==> src/rtl/cam_pkg.sv <==
// Shared constants and the per-entry match predicate for the CAM search pipeline.
// Latency: n/a (package only).
// Backpressure: n/a (package only).
package cam_pkg;

  localparam int CAM_DEPTH_DEF = 8;
  localparam int CAM_WIDTH_DEF = 8;
  localparam int CAM_MAX_W     = 64;

  // An entry matches when it is valid and every bit cared about by both the
  // stored mask and the search mask agrees. Operands are zero-extended to the
  // maximum width, so unused upper bits always compare equal.
  function automatic logic cam_entry_match(
    input logic                 vld,
    input logic [CAM_MAX_W-1:0] data,
    input logic [CAM_MAX_W-1:0] entry_mask,
    input logic [CAM_MAX_W-1:0] word,
    input logic [CAM_MAX_W-1:0] search_mask
  );
    logic [CAM_MAX_W-1:0] care;
    care = ~(entry_mask | search_mask);
    return vld && (((data ^ word) & care) == '0);
  endfunction

endpackage

==> src/rtl/cam_priority_enc.sv <==
// Priority encoder for a match vector: lowest set index, any-hit and multi-hit flags.
// Latency: purely combinational.
// Backpressure: none; follows its input.
//
// Ports:
//   vec_i   : decoded match vector
//   found_o : at least one bit set
//   addr_o  : lowest set index, 0 when vec_i is empty
//   multi_o : two or more bits set
module cam_priority_enc #(
  parameter int CAM_DEPTH = 8,
  parameter int ADDR_W    = $clog2(CAM_DEPTH)
) (
  input  logic [CAM_DEPTH-1:0] vec_i,
  output logic                 found_o,
  output logic [ADDR_W-1:0]    addr_o,
  output logic                 multi_o
);

  logic [CAM_DEPTH-1:0] low_cleared;

  // Scan from the top down so the last assignment wins for the lowest index.
  always_comb begin
    addr_o = '0;
    for (int i = CAM_DEPTH - 1; i >= 0; i--) begin
      if (vec_i[i]) addr_o = ADDR_W'(i);
    end
  end

  // Clearing the lowest set bit leaves something behind only when the
  // population count is two or more.
  assign low_cleared = vec_i & (vec_i - CAM_DEPTH'(1));
  assign found_o     = |vec_i;
  assign multi_o     = |low_cleared;

endmodule

==> src/rtl/cam_search_pipe.sv <==
// Ternary CAM with flop storage and a two-stage search pipeline (S1 key regs, S2 result regs).
// Latency: 2 cycles from request acceptance to rsp_valid; one search per cycle sustained.
// Backpressure: S2 holds while rsp_valid && !rsp_ready; S1 holds behind it; req_ready drops only when both are full.
//
// Ports:
//   clk, rst (async, active-low)
//   wr_en/wr_inv/wr_addr/wr_data/wr_mask : write or invalidate one entry, always accepted
//   req_valid/req_ready/search_word/search_mask : search request handshake
//   rsp_valid/rsp_ready/match_vector/match_found/match_addr/multi_match : search result handshake
module cam_search_pipe
  import cam_pkg::*;
#(
  parameter int CAM_DEPTH = CAM_DEPTH_DEF,
  parameter int CAM_WIDTH = CAM_WIDTH_DEF,
  parameter int ADDR_W    = $clog2(CAM_DEPTH)
) (
  input  logic                 clk,
  input  logic                 rst,
  input  logic                 wr_en,
  input  logic                 wr_inv,
  input  logic [ADDR_W-1:0]    wr_addr,
  input  logic [CAM_WIDTH-1:0] wr_data,
  input  logic [CAM_WIDTH-1:0] wr_mask,
  input  logic                 req_valid,
  output logic                 req_ready,
  input  logic [CAM_WIDTH-1:0] search_word,
  input  logic [CAM_WIDTH-1:0] search_mask,
  output logic                 rsp_valid,
  input  logic                 rsp_ready,
  output logic [CAM_DEPTH-1:0] match_vector,
  output logic                 match_found,
  output logic [ADDR_W-1:0]    match_addr,
  output logic                 multi_match
);

  // ---------------- storage ----------------
  logic [CAM_DEPTH-1:0] valid_q;
  logic [CAM_WIDTH-1:0] data_q  [CAM_DEPTH];
  logic [CAM_WIDTH-1:0] emask_q [CAM_DEPTH];
  logic                 wr_hit;

  // Only matters for non-power-of-two depths: out-of-range addresses are dropped.
  assign wr_hit = wr_en && ({1'b0, wr_addr} < (ADDR_W + 1)'(CAM_DEPTH));

  always_ff @(posedge clk or negedge rst) begin
    if (!rst) begin
      valid_q <= '0;
    end else if (wr_hit) begin
      valid_q[wr_addr] <= ~wr_inv;
    end
  end

  // Data and masks are deliberately left unreset; the valid bits gate them.
  always_ff @(posedge clk) begin
    if (wr_hit && !wr_inv) begin
      data_q[wr_addr]  <= wr_data;
      emask_q[wr_addr] <= wr_mask;
    end
  end

  // ---------------- pipeline state ----------------
  logic                 s1_valid_q, s1_valid_d;
  logic [CAM_WIDTH-1:0] s1_word_q, s1_word_d;
  logic [CAM_WIDTH-1:0] s1_mask_q, s1_mask_d;
  logic                 s2_valid_q, s2_valid_d;
  logic [CAM_DEPTH-1:0] s2_vec_q, s2_vec_d;
  logic                 s2_found_q, s2_found_d;
  logic [ADDR_W-1:0]    s2_addr_q, s2_addr_d;
  logic                 s2_multi_q, s2_multi_d;

  logic                 s2_hold, s1_hold, req_acc;
  logic [CAM_DEPTH-1:0] cmp_vec;
  logic                 cmp_found, cmp_multi;
  logic [ADDR_W-1:0]    cmp_addr;

  assign s2_hold   = s2_valid_q && !rsp_ready;
  assign s1_hold   = s1_valid_q && s2_hold;
  assign req_ready = !s1_valid_q || !s2_hold;
  assign req_acc   = req_valid && req_ready;

  // Compare against the live array: a write landing on the edge that loaded
  // S1 is already visible when S2 loads on the following edge.
  always_comb begin
    cmp_vec = '0;
    for (int i = 0; i < CAM_DEPTH; i++) begin
      cmp_vec[i] = cam_entry_match(valid_q[i],
                                   CAM_MAX_W'(data_q[i]),
                                   CAM_MAX_W'(emask_q[i]),
                                   CAM_MAX_W'(s1_word_q),
                                   CAM_MAX_W'(s1_mask_q));
    end
  end

  cam_priority_enc #(
    .CAM_DEPTH (CAM_DEPTH),
    .ADDR_W    (ADDR_W)
  ) u_enc (
    .vec_i   (cmp_vec),
    .found_o (cmp_found),
    .addr_o  (cmp_addr),
    .multi_o (cmp_multi)
  );

  always_comb begin
    s1_valid_d = s1_valid_q;
    s1_word_d  = s1_word_q;
    s1_mask_d  = s1_mask_q;
    s2_valid_d = s2_valid_q;
    s2_vec_d   = s2_vec_q;
    s2_found_d = s2_found_q;
    s2_addr_d  = s2_addr_q;
    s2_multi_d = s2_multi_q;

    if (!s1_hold) begin
      s1_valid_d = req_acc;
      if (req_acc) begin
        s1_word_d = search_word;
        s1_mask_d = search_mask;
      end
    end

    // Result registers are zeroed when no search advances, so an idle output
    // reads as "no match".
    if (!s2_hold) begin
      s2_valid_d = s1_valid_q;
      s2_vec_d   = s1_valid_q ? cmp_vec   : '0;
      s2_found_d = s1_valid_q ? cmp_found : 1'b0;
      s2_addr_d  = s1_valid_q ? cmp_addr  : '0;
      s2_multi_d = s1_valid_q ? cmp_multi : 1'b0;
    end
  end

  always_ff @(posedge clk or negedge rst) begin
    if (!rst) begin
      s1_valid_q <= 1'b0;
      s1_word_q  <= '0;
      s1_mask_q  <= '0;
      s2_valid_q <= 1'b0;
      s2_vec_q   <= '0;
      s2_found_q <= 1'b0;
      s2_addr_q  <= '0;
      s2_multi_q <= 1'b0;
    end else begin
      s1_valid_q <= s1_valid_d;
      s1_word_q  <= s1_word_d;
      s1_mask_q  <= s1_mask_d;
      s2_valid_q <= s2_valid_d;
      s2_vec_q   <= s2_vec_d;
      s2_found_q <= s2_found_d;
      s2_addr_q  <= s2_addr_d;
      s2_multi_q <= s2_multi_d;
    end
  end

  assign rsp_valid    = s2_valid_q;
  assign match_vector = s2_vec_q;
  assign match_found  = s2_found_q;
  assign match_addr   = s2_addr_q;
  assign multi_match  = s2_multi_q;

endmodule

==> config.mk <==
export PLATFORM = sky130hd
export DESIGN_NAME = cam_search_pipe
export DESIGN_NICKNAME = d
export VERILOG_FILES = /design/src/rtl/cam_pkg.sv /design/src/rtl/cam_priority_enc.sv /design/src/rtl/cam_search_pipe.sv
export SDC_FILE = /design/constraint.sdc
export NUM_CORES = 1
export LEC_CHECK = 0
export BUFFER_PORTS_ARGS = -buffer_cell sky130_fd_sc_hd__buf_4
export CAP_MARGIN = 20
export CORE_ASPECT_RATIO = 1.1
export CORE_MARGIN = 4
export CORE_UTILIZATION = 35
export CTS_CLUSTER_DIAMETER = 40
export DETAILED_ROUTE_END_ITERATION = 12
export PLACE_DENSITY = 0.58
export RECOVER_POWER = 100
export SYNTH_ARGS = -nofsm -noshare
export SYNTH_HDL_FRONTEND = slang
export SYNTH_SLANG_ARGS = --single-unit
==> constraint.sdc <==
create_clock -name clk -period 4.7 [get_ports clk]
set_input_delay 0.235 -clock clk [delete_from_list [all_inputs] [get_ports clk]]
set_output_delay 0.235 -clock clk [all_outputs]
set_load 0.1 [all_outputs]
==> flow_summary_export.csv, run 1 <==
group,metric,value,unit
run_status,status,"finished, violations left",
run_status,violations,"capacitance limit, slew limit",
floorplan,rows,52,
final_layout,fin_nets,541,
timing,maxSlewViolCount,40,
clock_network,root_buffer,"clkbuf_16",
route,wl_per_cell,18.6,µm
timing,fin_ws,2.01,ns
logic_synthesis,ys_seq_area_share,72.5,%
critical_path,max_stage_delay,0.68,ns
logic_synthesis,yosysWarnings,0,
final_layout,syn2layout_area_growth,15.9,%
critical_path,arrival,3.03,ns
global_routing,met3_usage,3.14,%
route,antenna_left,0,
logic_synthesis,synth_cell_types,43,
timing,tns,0,ns
placement,gp_congestion,0.795,
flow_run,drv_cap,1,
clock_network,cts-htree-levels,4,
timing,relSlewSlack,-59.6,%
floorplan,ios,56,
route,num_vias,3622,
global_routing,gr-usage-met1,18.5,%
floorplan,die_w,139,µm
timing,setup-violations-final,0,
timing,max_freq,0.372,GHz
critical_path,cpMaxStageDelayCell,"nor4_1",
critical_path,path_class,"flip-flop to flip-flop",
route,drt_iter0_drc,251,
placement,dp_slack,1.94,ns
clock_network,ctsResizeCount,0,
global_routing,grt_pass1_wl,21900,µm
final_layout,drive_above_1_share,14.4,%
timing,fin_crit_sh,57.2,%
floorplan,fp.dieH,153,µm
global_routing,grt.total_usage,13.7,%
timing,fin_skew,0.00990,ns
critical_path,crit_chain,"xnor2_1 > nor3_1 > nor4_1 > nand4_4 > maj3_1 > a221o_1 > o211ai_1",
logic_synthesis,synth-seq-cells,167,
global_routing,first_global_vias,3715,
min_path,hold_class,"primary input to flip-flop",
power,ir_drop,249,µV
logic_synthesis,async_reset_ff_share,23.4,%
floorplan,start_util,35.9,%
critical_path,cp_max_fo,9,
final_layout,n_antenna_cell,0,
logic_synthesis,synth_most_common_cell,"edfxtp_1",
route,firstDrtPassIters,4,
route,drc,0,
placement,dp_hpwl,9410,µm
route,vias_per_cell,4.79,
timing,rsz0062_at_grt,"false",
logic_synthesis,synthesis.area,6650,µm²
logic_synthesis,synth_area_leaders,"edfxtp_1 (58%), dfrtp_1 (15%), xnor2_1 (7.9%)",
global_routing,overflow,0,
floorplan,dieArea,21300,µm²
clock_network,clkSlewWorstSetupHoldPaths,0.06,ns
power,powerDensity,463,nW/µm²
logic_synthesis,synth_common_cells,"edfxtp_1 (128), xnor2_1 (60), nor3_1 (59), dfrtp_1 (39), nand2_1 (21)",
logic_synthesis,syn-num-nets,476,
floorplan,core_area,18500,µm²
critical_path,crit_buf_inv,0,
critical_path,required,5.04,ns
logic_synthesis,syn_inst,435,
timing,tightest_slew,2.39,ns
timing,fin_crit,2.69,ns
power,power_leakage,2.59,nW
placement,numPortBuffers,55,
logic_synthesis,synth_flop_cell,"edfxtp_1",
timing,hold_viol,0,
route,finalWirelength,14100,µm
clock_network,cts.sinks,167,
clock_network,worstSkewPairLatency,0.42,ns
critical_path,worstSetupEndpointType,"flip-flop",
global_routing,grt_busiest_layer,"met2",
clock_network,cts_made_buffers,17,
clock_network,clockBufferDepth,2,
global_routing,grt_max_degree,40,
global_routing,grt_use_met2,21.5,%
clock_network,cts_tree,"built",
logic_synthesis,synth_top_cell_by_area,"edfxtp_1",
logic_synthesis,synth.avg_cell_area,15.3,µm²
logic_synthesis,synth_edf_count,128,
critical_path,cp_top_family,"simple AND/OR/NAND/NOR gates",
global_routing,antenna_found_initial,0,
logic_synthesis,synth.top_cell.area_share,57.8,%
critical_path,cp-start-kind,"flip-flop",
-- final timing paths --
kind,start,endpoint,slack (ns),cells after the start
max in group asynchronous,rst,s1_word_q[7],2.25,2
worst min register to register,match_found,match_found,0.47,2
worst min-delay path,search_word[4],s1_word_q[4],0.04,2
worst max register to register,s1_word_q[0],multi_match,2.01,7
min in group asynchronous,rst,s1_word_q[4],1.09,2
worst max-delay path,s1_word_q[0],multi_match,2.01,7
-- power breakdown --
group | switching (W) | internal [W] | leakage [nW]
Combinational | 0.000332 | 0.000161 | 0.683
Sequential | 0.0000981 | 0.00167 | 1.64
Clock | 0.000540 | 0.000772 | 0.271
Total | 0.000970 | 0.00260 | 2.59
-- logic make-up (layout without fill, tap and decap cells) --
group                      after synthesis  in the layout  synth area share [%]
AOI/OAI and AO/OA                       30             30                  2.97
xor gates and xnor gates                64             64                  8.54
adders and majority gates                1              1                 0.169
buffers and inverters                   20             98                  1.77
DFF                                    167            167                  72.5
muxes                                   16             16                  2.71
and+or+nand+nor                        137            137                  11.3
-- layout by cell type (no fill, tap or decap), drive strengths merged, types with 3 or more instances in the layout --
master    count
edfxtp      128
xnor2        61
nor3         60
clkbuf       59
dfrtp        39
nand2        21
buf          21
mux2         16
o21ai        14
nor2         12
nand4        11
clkinv        9
a21o          8
or3           8
nor4          8
nor2b         5
nand3         5
clkinvlp      4
xor2          3
and2          3
-- metal layers --
metal	wire (µm)	part of all wire, %
met5	0	0
met4	252	1.8
met3	729	5.2
met2	6710	48
met1	6380	45
-- layout make-up --
| class | instances | area [µm²] |
|---|---|---|
| clock buffer | 17 | 425 |
| multi-input combinational | 248 | 1680 |
| tap | 243 | 304 |
| clock inverter | 15 | 138 |
| inverter | 1 | 3.75 |
| sequential | 167 | 4820 |
| fill | 1723 | 10800 |
| timing repair buffer | 65 | 335 |
-- per-stage QoR --
step / total power (W) / cells / area, µm² / utilization [%] / hold WS [ns]
6_report: 0.00357 / 756 / 7710 / 41.6 / 0.0434
5_1_grt: 0.00372 / 756 / 7710 / 41.6 / 0.0378
4_1_cts: 0.00364 / 756 / 7900 / 42.6 / 0.0325
3_5_place_dp: 0.00233 / 722 / 7310 / 39.4 / 0.278
3_3_place_gp: 0.00232 / 722 / 7310 / 39.4 / 0.260
2_1_floorplan: 0.00217 / 435 / 6650 / - / -0.0606
-- flip-flops by register name, summed over array words and instances (netlist names), 3 cells and up --
register,count
emask_q,64
data_q,64
valid_q,8
s1_mask_q,8
match_vector,8
s1_word_q,8
match_addr,3
-- worst register-to-register path, cell delays in order (launching register included) --
cell and delay [ns]:
dfrtp_1 0.64, xnor2_1 0.18, nor3_1 0.07, nor4_1 0.68, nand4_4 0.24, maj3_1 0.41
a221o_1 0.30, o211ai_1 0.09
-- what timing repair did --
| item | CTS | global route |
|---|---|---|
| hold endpoints to repair | 40 | 0 |
| hold buffers | 2 | 0 |
| setup buffers | 0 | 0 |
Power figures use the tool's default switching activity.
==> run 2: changes to the inputs <==
- PLACE_DENSITY: 0.58 -> 0.6
- clock period: 4.7 -> 2.23 ns (I/O delays scaled with it)
==> run 2 against run 1 <==
Highest routed layer unchanged. Fmax grew 27%. Die area stayed put. Core utilization is 3.2 points higher. Critical path type unchanged. Final area increased by 7.6%. Sequential power grew 110%. Largest cell class unchanged. The flow now finishes without violations. Global-route usage grew 0.16 points. Flip-flop and latch count did not move. Clock power increased by 110%. Power up 120%. Setup slack worse by 1.9 ns.
==> flow_summary_export.csv, run 2 (synthesized netlist as in run 1, its figures left out) <==
group,metric,value,unit
route,wl_per_cell,17.5,µm
clock_network,cts.sinks,167,
timing,tns,0,ns
min_path,hold_class,"primary input to flip-flop",
route,num_vias,3917,
clock_network,cts_made_buffers,17,
final_layout,num-fill-cells,1680,
critical_path,required,2.59,ns
final_layout,n_antenna_cell,0,
timing,setup-violations-final,0,
timing,fin_skew,0.00636,ns
critical_path,cp-start-kind,"flip-flop",
critical_path,crit_chain,"xor2_1 > a222oi_1 > buf_4 > nand4_1 > and2_0 > o21ai_1 > a32o_1",
clock_network,clockBufferDepth,2,
critical_path,worstSetupEndpointType,"flip-flop",
floorplan,dieArea,21300,µm²
route,drc,0,
route,finalWirelength,14200,µm
power,ir_drop,556,µV
clock_network,cts_tree,"built",
timing,fin_crit_sh,95.3,%
route,antenna_left,0,
route,vias_per_cell,4.82,
global_routing,grt.total_usage,13.8,%
critical_path,max_stage_delay,0.50,ns
final_layout,fin_nets,598,
final_layout,syn2layout_area_growth,24.7,%
power,power_leakage,2.87,nW
global_routing,overflow,0,
final_layout,largest_registers,"data_q (64), emask_q (64)",
floorplan,start_util,35.9,%
timing,max_freq,0.471,GHz
timing,tightest_slew,1.28,ns
route,drt_iter0_drc,217,
placement,gp_congestion,0.825,
run_status,status,"finished clean",
power,powerDensity,931,nW/µm²
global_routing,grt_pass1_wl,22500,µm
clock_network,clkSlewWorstSetupHoldPaths,0.06,ns
critical_path,path_class,"flip-flop to flip-flop",
global_routing,grt_max_degree,40,
global_routing,first_global_vias,3947,
placement,numPortBuffers,55,
floorplan,core_area,18500,µm²
route,firstDrtPassIters,4,
timing,relSlewSlack,14.5,%
final_layout,final_cell_mix,"edfxtp_1 (128), nor3_1 (59), xnor2_1 (57)",
critical_path,cp_max_fo,9,
global_routing,antenna_found_initial,0,
timing,maxSlewViolCount,0,
flow_run,drv_cap,0,
clock_network,worstSkewPairLatency,0.42,ns
floorplan,fp.dieH,153,µm
critical_path,cpMaxStageDelayCell,"dfrtp_2",
final_layout,drive_above_1_share,19.8,%
clock_network,root_buffer,"clkbuf_16",
timing,hold_viol,0,
floorplan,ios,56,
placement,dp_hpwl,9870,µm
final_layout,final_common_cell,"edfxtp_1",
timing,fin_crit,2.12,ns
clock_network,cts-htree-levels,4,
floorplan,die_w,139,µm
timing,timing.hold.ws,0.0603,ns
critical_path,rrSetupSlack,0.11,ns
critical_path,arrival,2.48,ns
floorplan,rows,52,
[run 2: path summary, 6_finish.rpt]
check / to / depth (start not counted) / from
worst min-delay path: valid_q[6] / 3 / wr_addr[1]
worst min register to register: match_found / 2 / match_found
max in group asynchronous: rsp_valid / 2 / rst
worst max-delay path: match_addr[1] / 7 / s1_word_q[4]
min in group asynchronous: s1_mask_q[0] / 2 / rst
worst max register to register: match_addr[1] / 7 / s1_word_q[4]
[run 2: where the power goes]
| group | internal, W | switching [W] | leakage (nW) |
|---|---|---|---|
| clock | 0.00163 | 0.00116 | 0.275 |
| combinational | 0.000466 | 0.000752 | 0.958 |
| sequential | 0.00352 | 0.000187 | 1.63 |
| total | 0.00562 | 0.00210 | 2.87 |
[run 2: final cells by class]
type | instances | area, µm² | area share, %
timing repair buffer | 122 | 835 | 10.1
tap | 243 | 304 | 3.67
sequential | 167 | 4830 | 58.3
multi-input combinational | 248 | 1760 | 21.2
clock buffer | 18 | 429 | 5.17
inverter | 1 | 3.75 | 0.0453
clock inverter | 14 | 134 | 1.61
[run 2: timing repair]
item,CTS,global route
resized for setup,3,10
hold buffers,35,0
setup buffers,0,6
hold endpoints to repair,184,0
setup endpoints to repair,4,4
pin swaps,0,12
[run 2: metrics by stage]
step                instance area [µm²]  cells  power, W  utilization, %  setup WS (ns)
finish                             8290    813   0.00772            44.7          0.106
global route                       8290    813   0.00804            44.7        -0.0317
CTS                                8410    807   0.00782            45.3        0.00752
detailed placement                 7470    740   0.00498            40.3         -0.134
global placement                   7470    740   0.00496            40.3        -0.0997
floorplan                          6660    435   0.00458               -         0.0349
[run 2: metal layers]
layer	global-route usage [%]	up-vias	wire, µm
li1	-	1854	-
met1	19.1	1954	6560
met2	20.8	90	6620
met3	3.42	19	706
met4	6.01	0	304
met5	0	-	0
[run 2: worst max-delay path: cells and delay by family, from the launching register on]
family | cells | cell delay [ns]
DFF | 1 | 0.50
AOI/OAI and AO/OA | 3 | 0.82
xor gates and xnor gates | 1 | 0.20
and+or+nand+nor | 2 | 0.34
buffers and inverters | 1 | 0.20
==> run 3: changes to the inputs <==
- BUFFER_PORTS_ARGS: -buffer_cell sky130_fd_sc_hd__buf_4 -> default
- DONT_BUFFER_PORTS: default -> 1
- PLACE_DENSITY: 0.6 -> 0.58
==> run 3 against run 2 <==
Non-clock buffer count fell by 20. Highest routed layer unchanged. Clock-buffer cell count fell by 1. Clock skew rose by 0.0036 ns. Largest cell class unchanged. Critical path type unchanged. Cell count fell by 2.5%. Combinational power barely moved.
==> flow_summary_export.csv, run 3 (synthesized netlist as in run 1, its figures left out) <==
group,metric,value,unit
final_layout,design_area,8260,µm²
route,wl_per_cell,18.7,µm
placement,numPortBuffers,0,
clock_network,clkSlewWorstSetupHoldPaths,0.06,ns
critical_path,reg2reg_to,"multi_match",
critical_path,rrSetupSlack,0.07,ns
route,drt_iter0_drc,278,
clock_network,cts.sinks,167,
clock_network,worstSkewPairLatency,0.42,ns
timing,tightest_slew,1.23,ns
power,power_leakage,2.83,nW
global_routing,grt_max_degree,40,
timing,maxSlewViolCount,0,
power,pwr-share-seq,47.2,%
global_routing,first_global_vias,3938,
placement,gp_congestion,0.836,
global_routing,antenna_found_initial,0,
critical_path,required,2.57,ns
route,firstDrtPassIters,4,
final_layout,final_util,44.5,%
floorplan,rows,52,
route,finalWirelength,14900,µm
clock_network,clockBufferDepth,2,
final_layout,drive_above_1_share,19.6,%
route,antenna_left,0,
power,finalPower,0.00791,W
global_routing,overflow,0,
final_layout,n_antenna_cell,0,
power,p_sw_share,27.1,%
final_layout,num-fill-cells,1672,
floorplan,ios,56,
min_path,hold_class,"primary input to flip-flop",
clock_network,root_buffer,"clkbuf_16",
power,ir_drop,567,µV
critical_path,max_stage_delay,0.48,ns
route,vias_per_cell,4.89,
final_layout,ff_latch_area,4830,µm²
critical_path,arrival,2.50,ns
timing,relSlewSlack,18.3,%
critical_path,worstSetupEndpointType,"flip-flop",
floorplan,fp.dieH,153,µm
min_path,hold_depth,3,
power,combPwrFrac,15.4,%
min_path,min_to,"valid_q[2]",
power,powerDensity,958,nW/µm²
run_status,status,"finished clean",
timing,fin_skew,0.00998,ns
final_layout,final_cell_mix,"edfxtp_1 (128), xnor2_1 (57), nor3_1 (57)",
min_path,hold_start,"wr_addr[1]",
final_layout,final_common_cell,"edfxtp_1",
critical_path,cp-start-kind,"flip-flop",
route,num_vias,3877,
route,drc,0,
final_layout,fin_nets,578,
floorplan,dieArea,21300,µm²
floorplan,die_w,139,µm
power,internal_power,0.00577,W
power,clkPwrFrac,37.4,%
critical_path,crit_chain,"xnor2_1 > nor3_1 > nor4_2 > nand4_1 > maj3_2 > a221o_1 > o211ai_1",
timing,hold_viol,0,
placement,dp_slack,-0.0262,ns
timing,timing.hold.ws,0.0359,ns
final_layout,largest_registers,"data_q (64), emask_q (64)",
clock_network,cts-htree-levels,4,
global_routing,grt_pass1_wl,22700,µm
global_routing,grt.total_usage,14.1,%
timing,fin_crit_sh,96.9,%
clock_network,cts_made_buffers,17,
critical_path,worstRegToRegCells,7,
critical_path,cpMaxStageDelayCell,"dfrtp_2",
placement,post_dp_cell_area,7210,µm²
placement,dp_hpwl,10000,µm
floorplan,core_area,18500,µm²
critical_path,path_class,"flip-flop to flip-flop",
critical_path,rr_startpoint,"s1_word_q[3]",
power,p_sw,0.00214,W
timing,setup-violations-final,0,
floorplan,start_util,35.9,%
final_layout,multi_input_area,1750,µm²
clock_network,cts_tree,"built",
critical_path,cp_max_fo,8,
timing,fin_ws,0.0701,ns
timing,max_freq,0.463,GHz
final_layout,syn2layout_area_growth,24.2,%
flow_run,drv_cap,0,
timing,fin_crit,2.16,ns
==> run 3: cell types whose count changed in the layout (fill, tap and decap cells not counted), moves of 2 or more <==
cell and change:
dlygate4sd3_1 +5, nor3_1 -2, clkinv_2 -3, nor4_1 +2, clkbuf_1 -18, clkinvlp_4 +2, buf_4 -10, nor3_2 +2
nor4_2 -2
==> run 3: timing repair <==
action | 4_1_cts | 5_1_grt
pin swaps | 1 | 14
setup endpoints to repair | 2 | 4
endpoints found under the hold margin | 192 | 0
hold buffers | 41 | 0
buffers inserted | 0 | 14
gates resized for setup | 2 | 14
==> run 3: critical path, delay by kind of cell, from the launching register on <==
family,cells,cell delay (ns)
adder cells (fa/ha/maj),1,0.36
AO/OA/AOI/OAI,2,0.39
AND/OR/NAND/NOR,3,0.64
flip-flops,1,0.48
XOR/XNOR,1,0.20
==> run 3: area by class of cell <==
cell class / instances / share of cell area, %
Sequential cell: 167 / 58.5
Multi-Input combinational cell: 248 / 21.2
Timing Repair Buffer: 102 / 9.18
Clock buffer: 17 / 5.15
Tap cell: 243 / 3.68
Clock inverter: 15 / 2.15
Inverter: 1 / 0.0455
==> run 3: power by group through the flow <==
| stage | registers, W | clock network, W | logic (W) |
|---|---|---|---|
| after floorplan | 0.00395 | 0 | 0.000629 |
| after global placement | 0.00381 | 0 | 0.00107 |
| after detailed placement | 0.00381 | 0 | 0.00107 |
| after CTS | 0.00375 | 0.00302 | 0.00119 |
| after global routing | 0.00376 | 0.00316 | 0.00130 |
| final | 0.00374 | 0.00296 | 0.00122 |
==> run 3: worst max path at each step <==
stage | end | depth (start not counted) | from | slack, ns
finish | multi_match | 7 | s1_word_q[3] | 0.07
detailed placement | multi_match | 7 | s1_word_q[0] | -0.03
global route | multi_match | 8 | s1_word_q[5] | -0.01
global placement | match_addr[0] | 7 | s1_word_q[4] | 0.02
floorplan | s1_mask_q[4] | 6 | rsp_valid | 0.03
CTS | match_addr[0] | 7 | s1_word_q[7] | 0.01
==> run 3: per-stage QoR <==
step           setup TNS, ns  std cells
2_1_floorplan              0        435
4_1_cts                    0        779
6_report                   0        793
3_3_place_gp               0        706
3_5_place_dp         -0.0384        706
5_1_grt              -0.0132        793
==> run 3: routing by layer <==
layer / vias to the layer above / track usage, % / wire length [µm]
li1: 1820 / - / -
met1: 1908 / 18.8 / 6450
met2: 127 / 22.0 / 7030
met3: 22 / 3.64 / 959
met4: 0 / 6.15 / 424
met5: - / 0 / 0
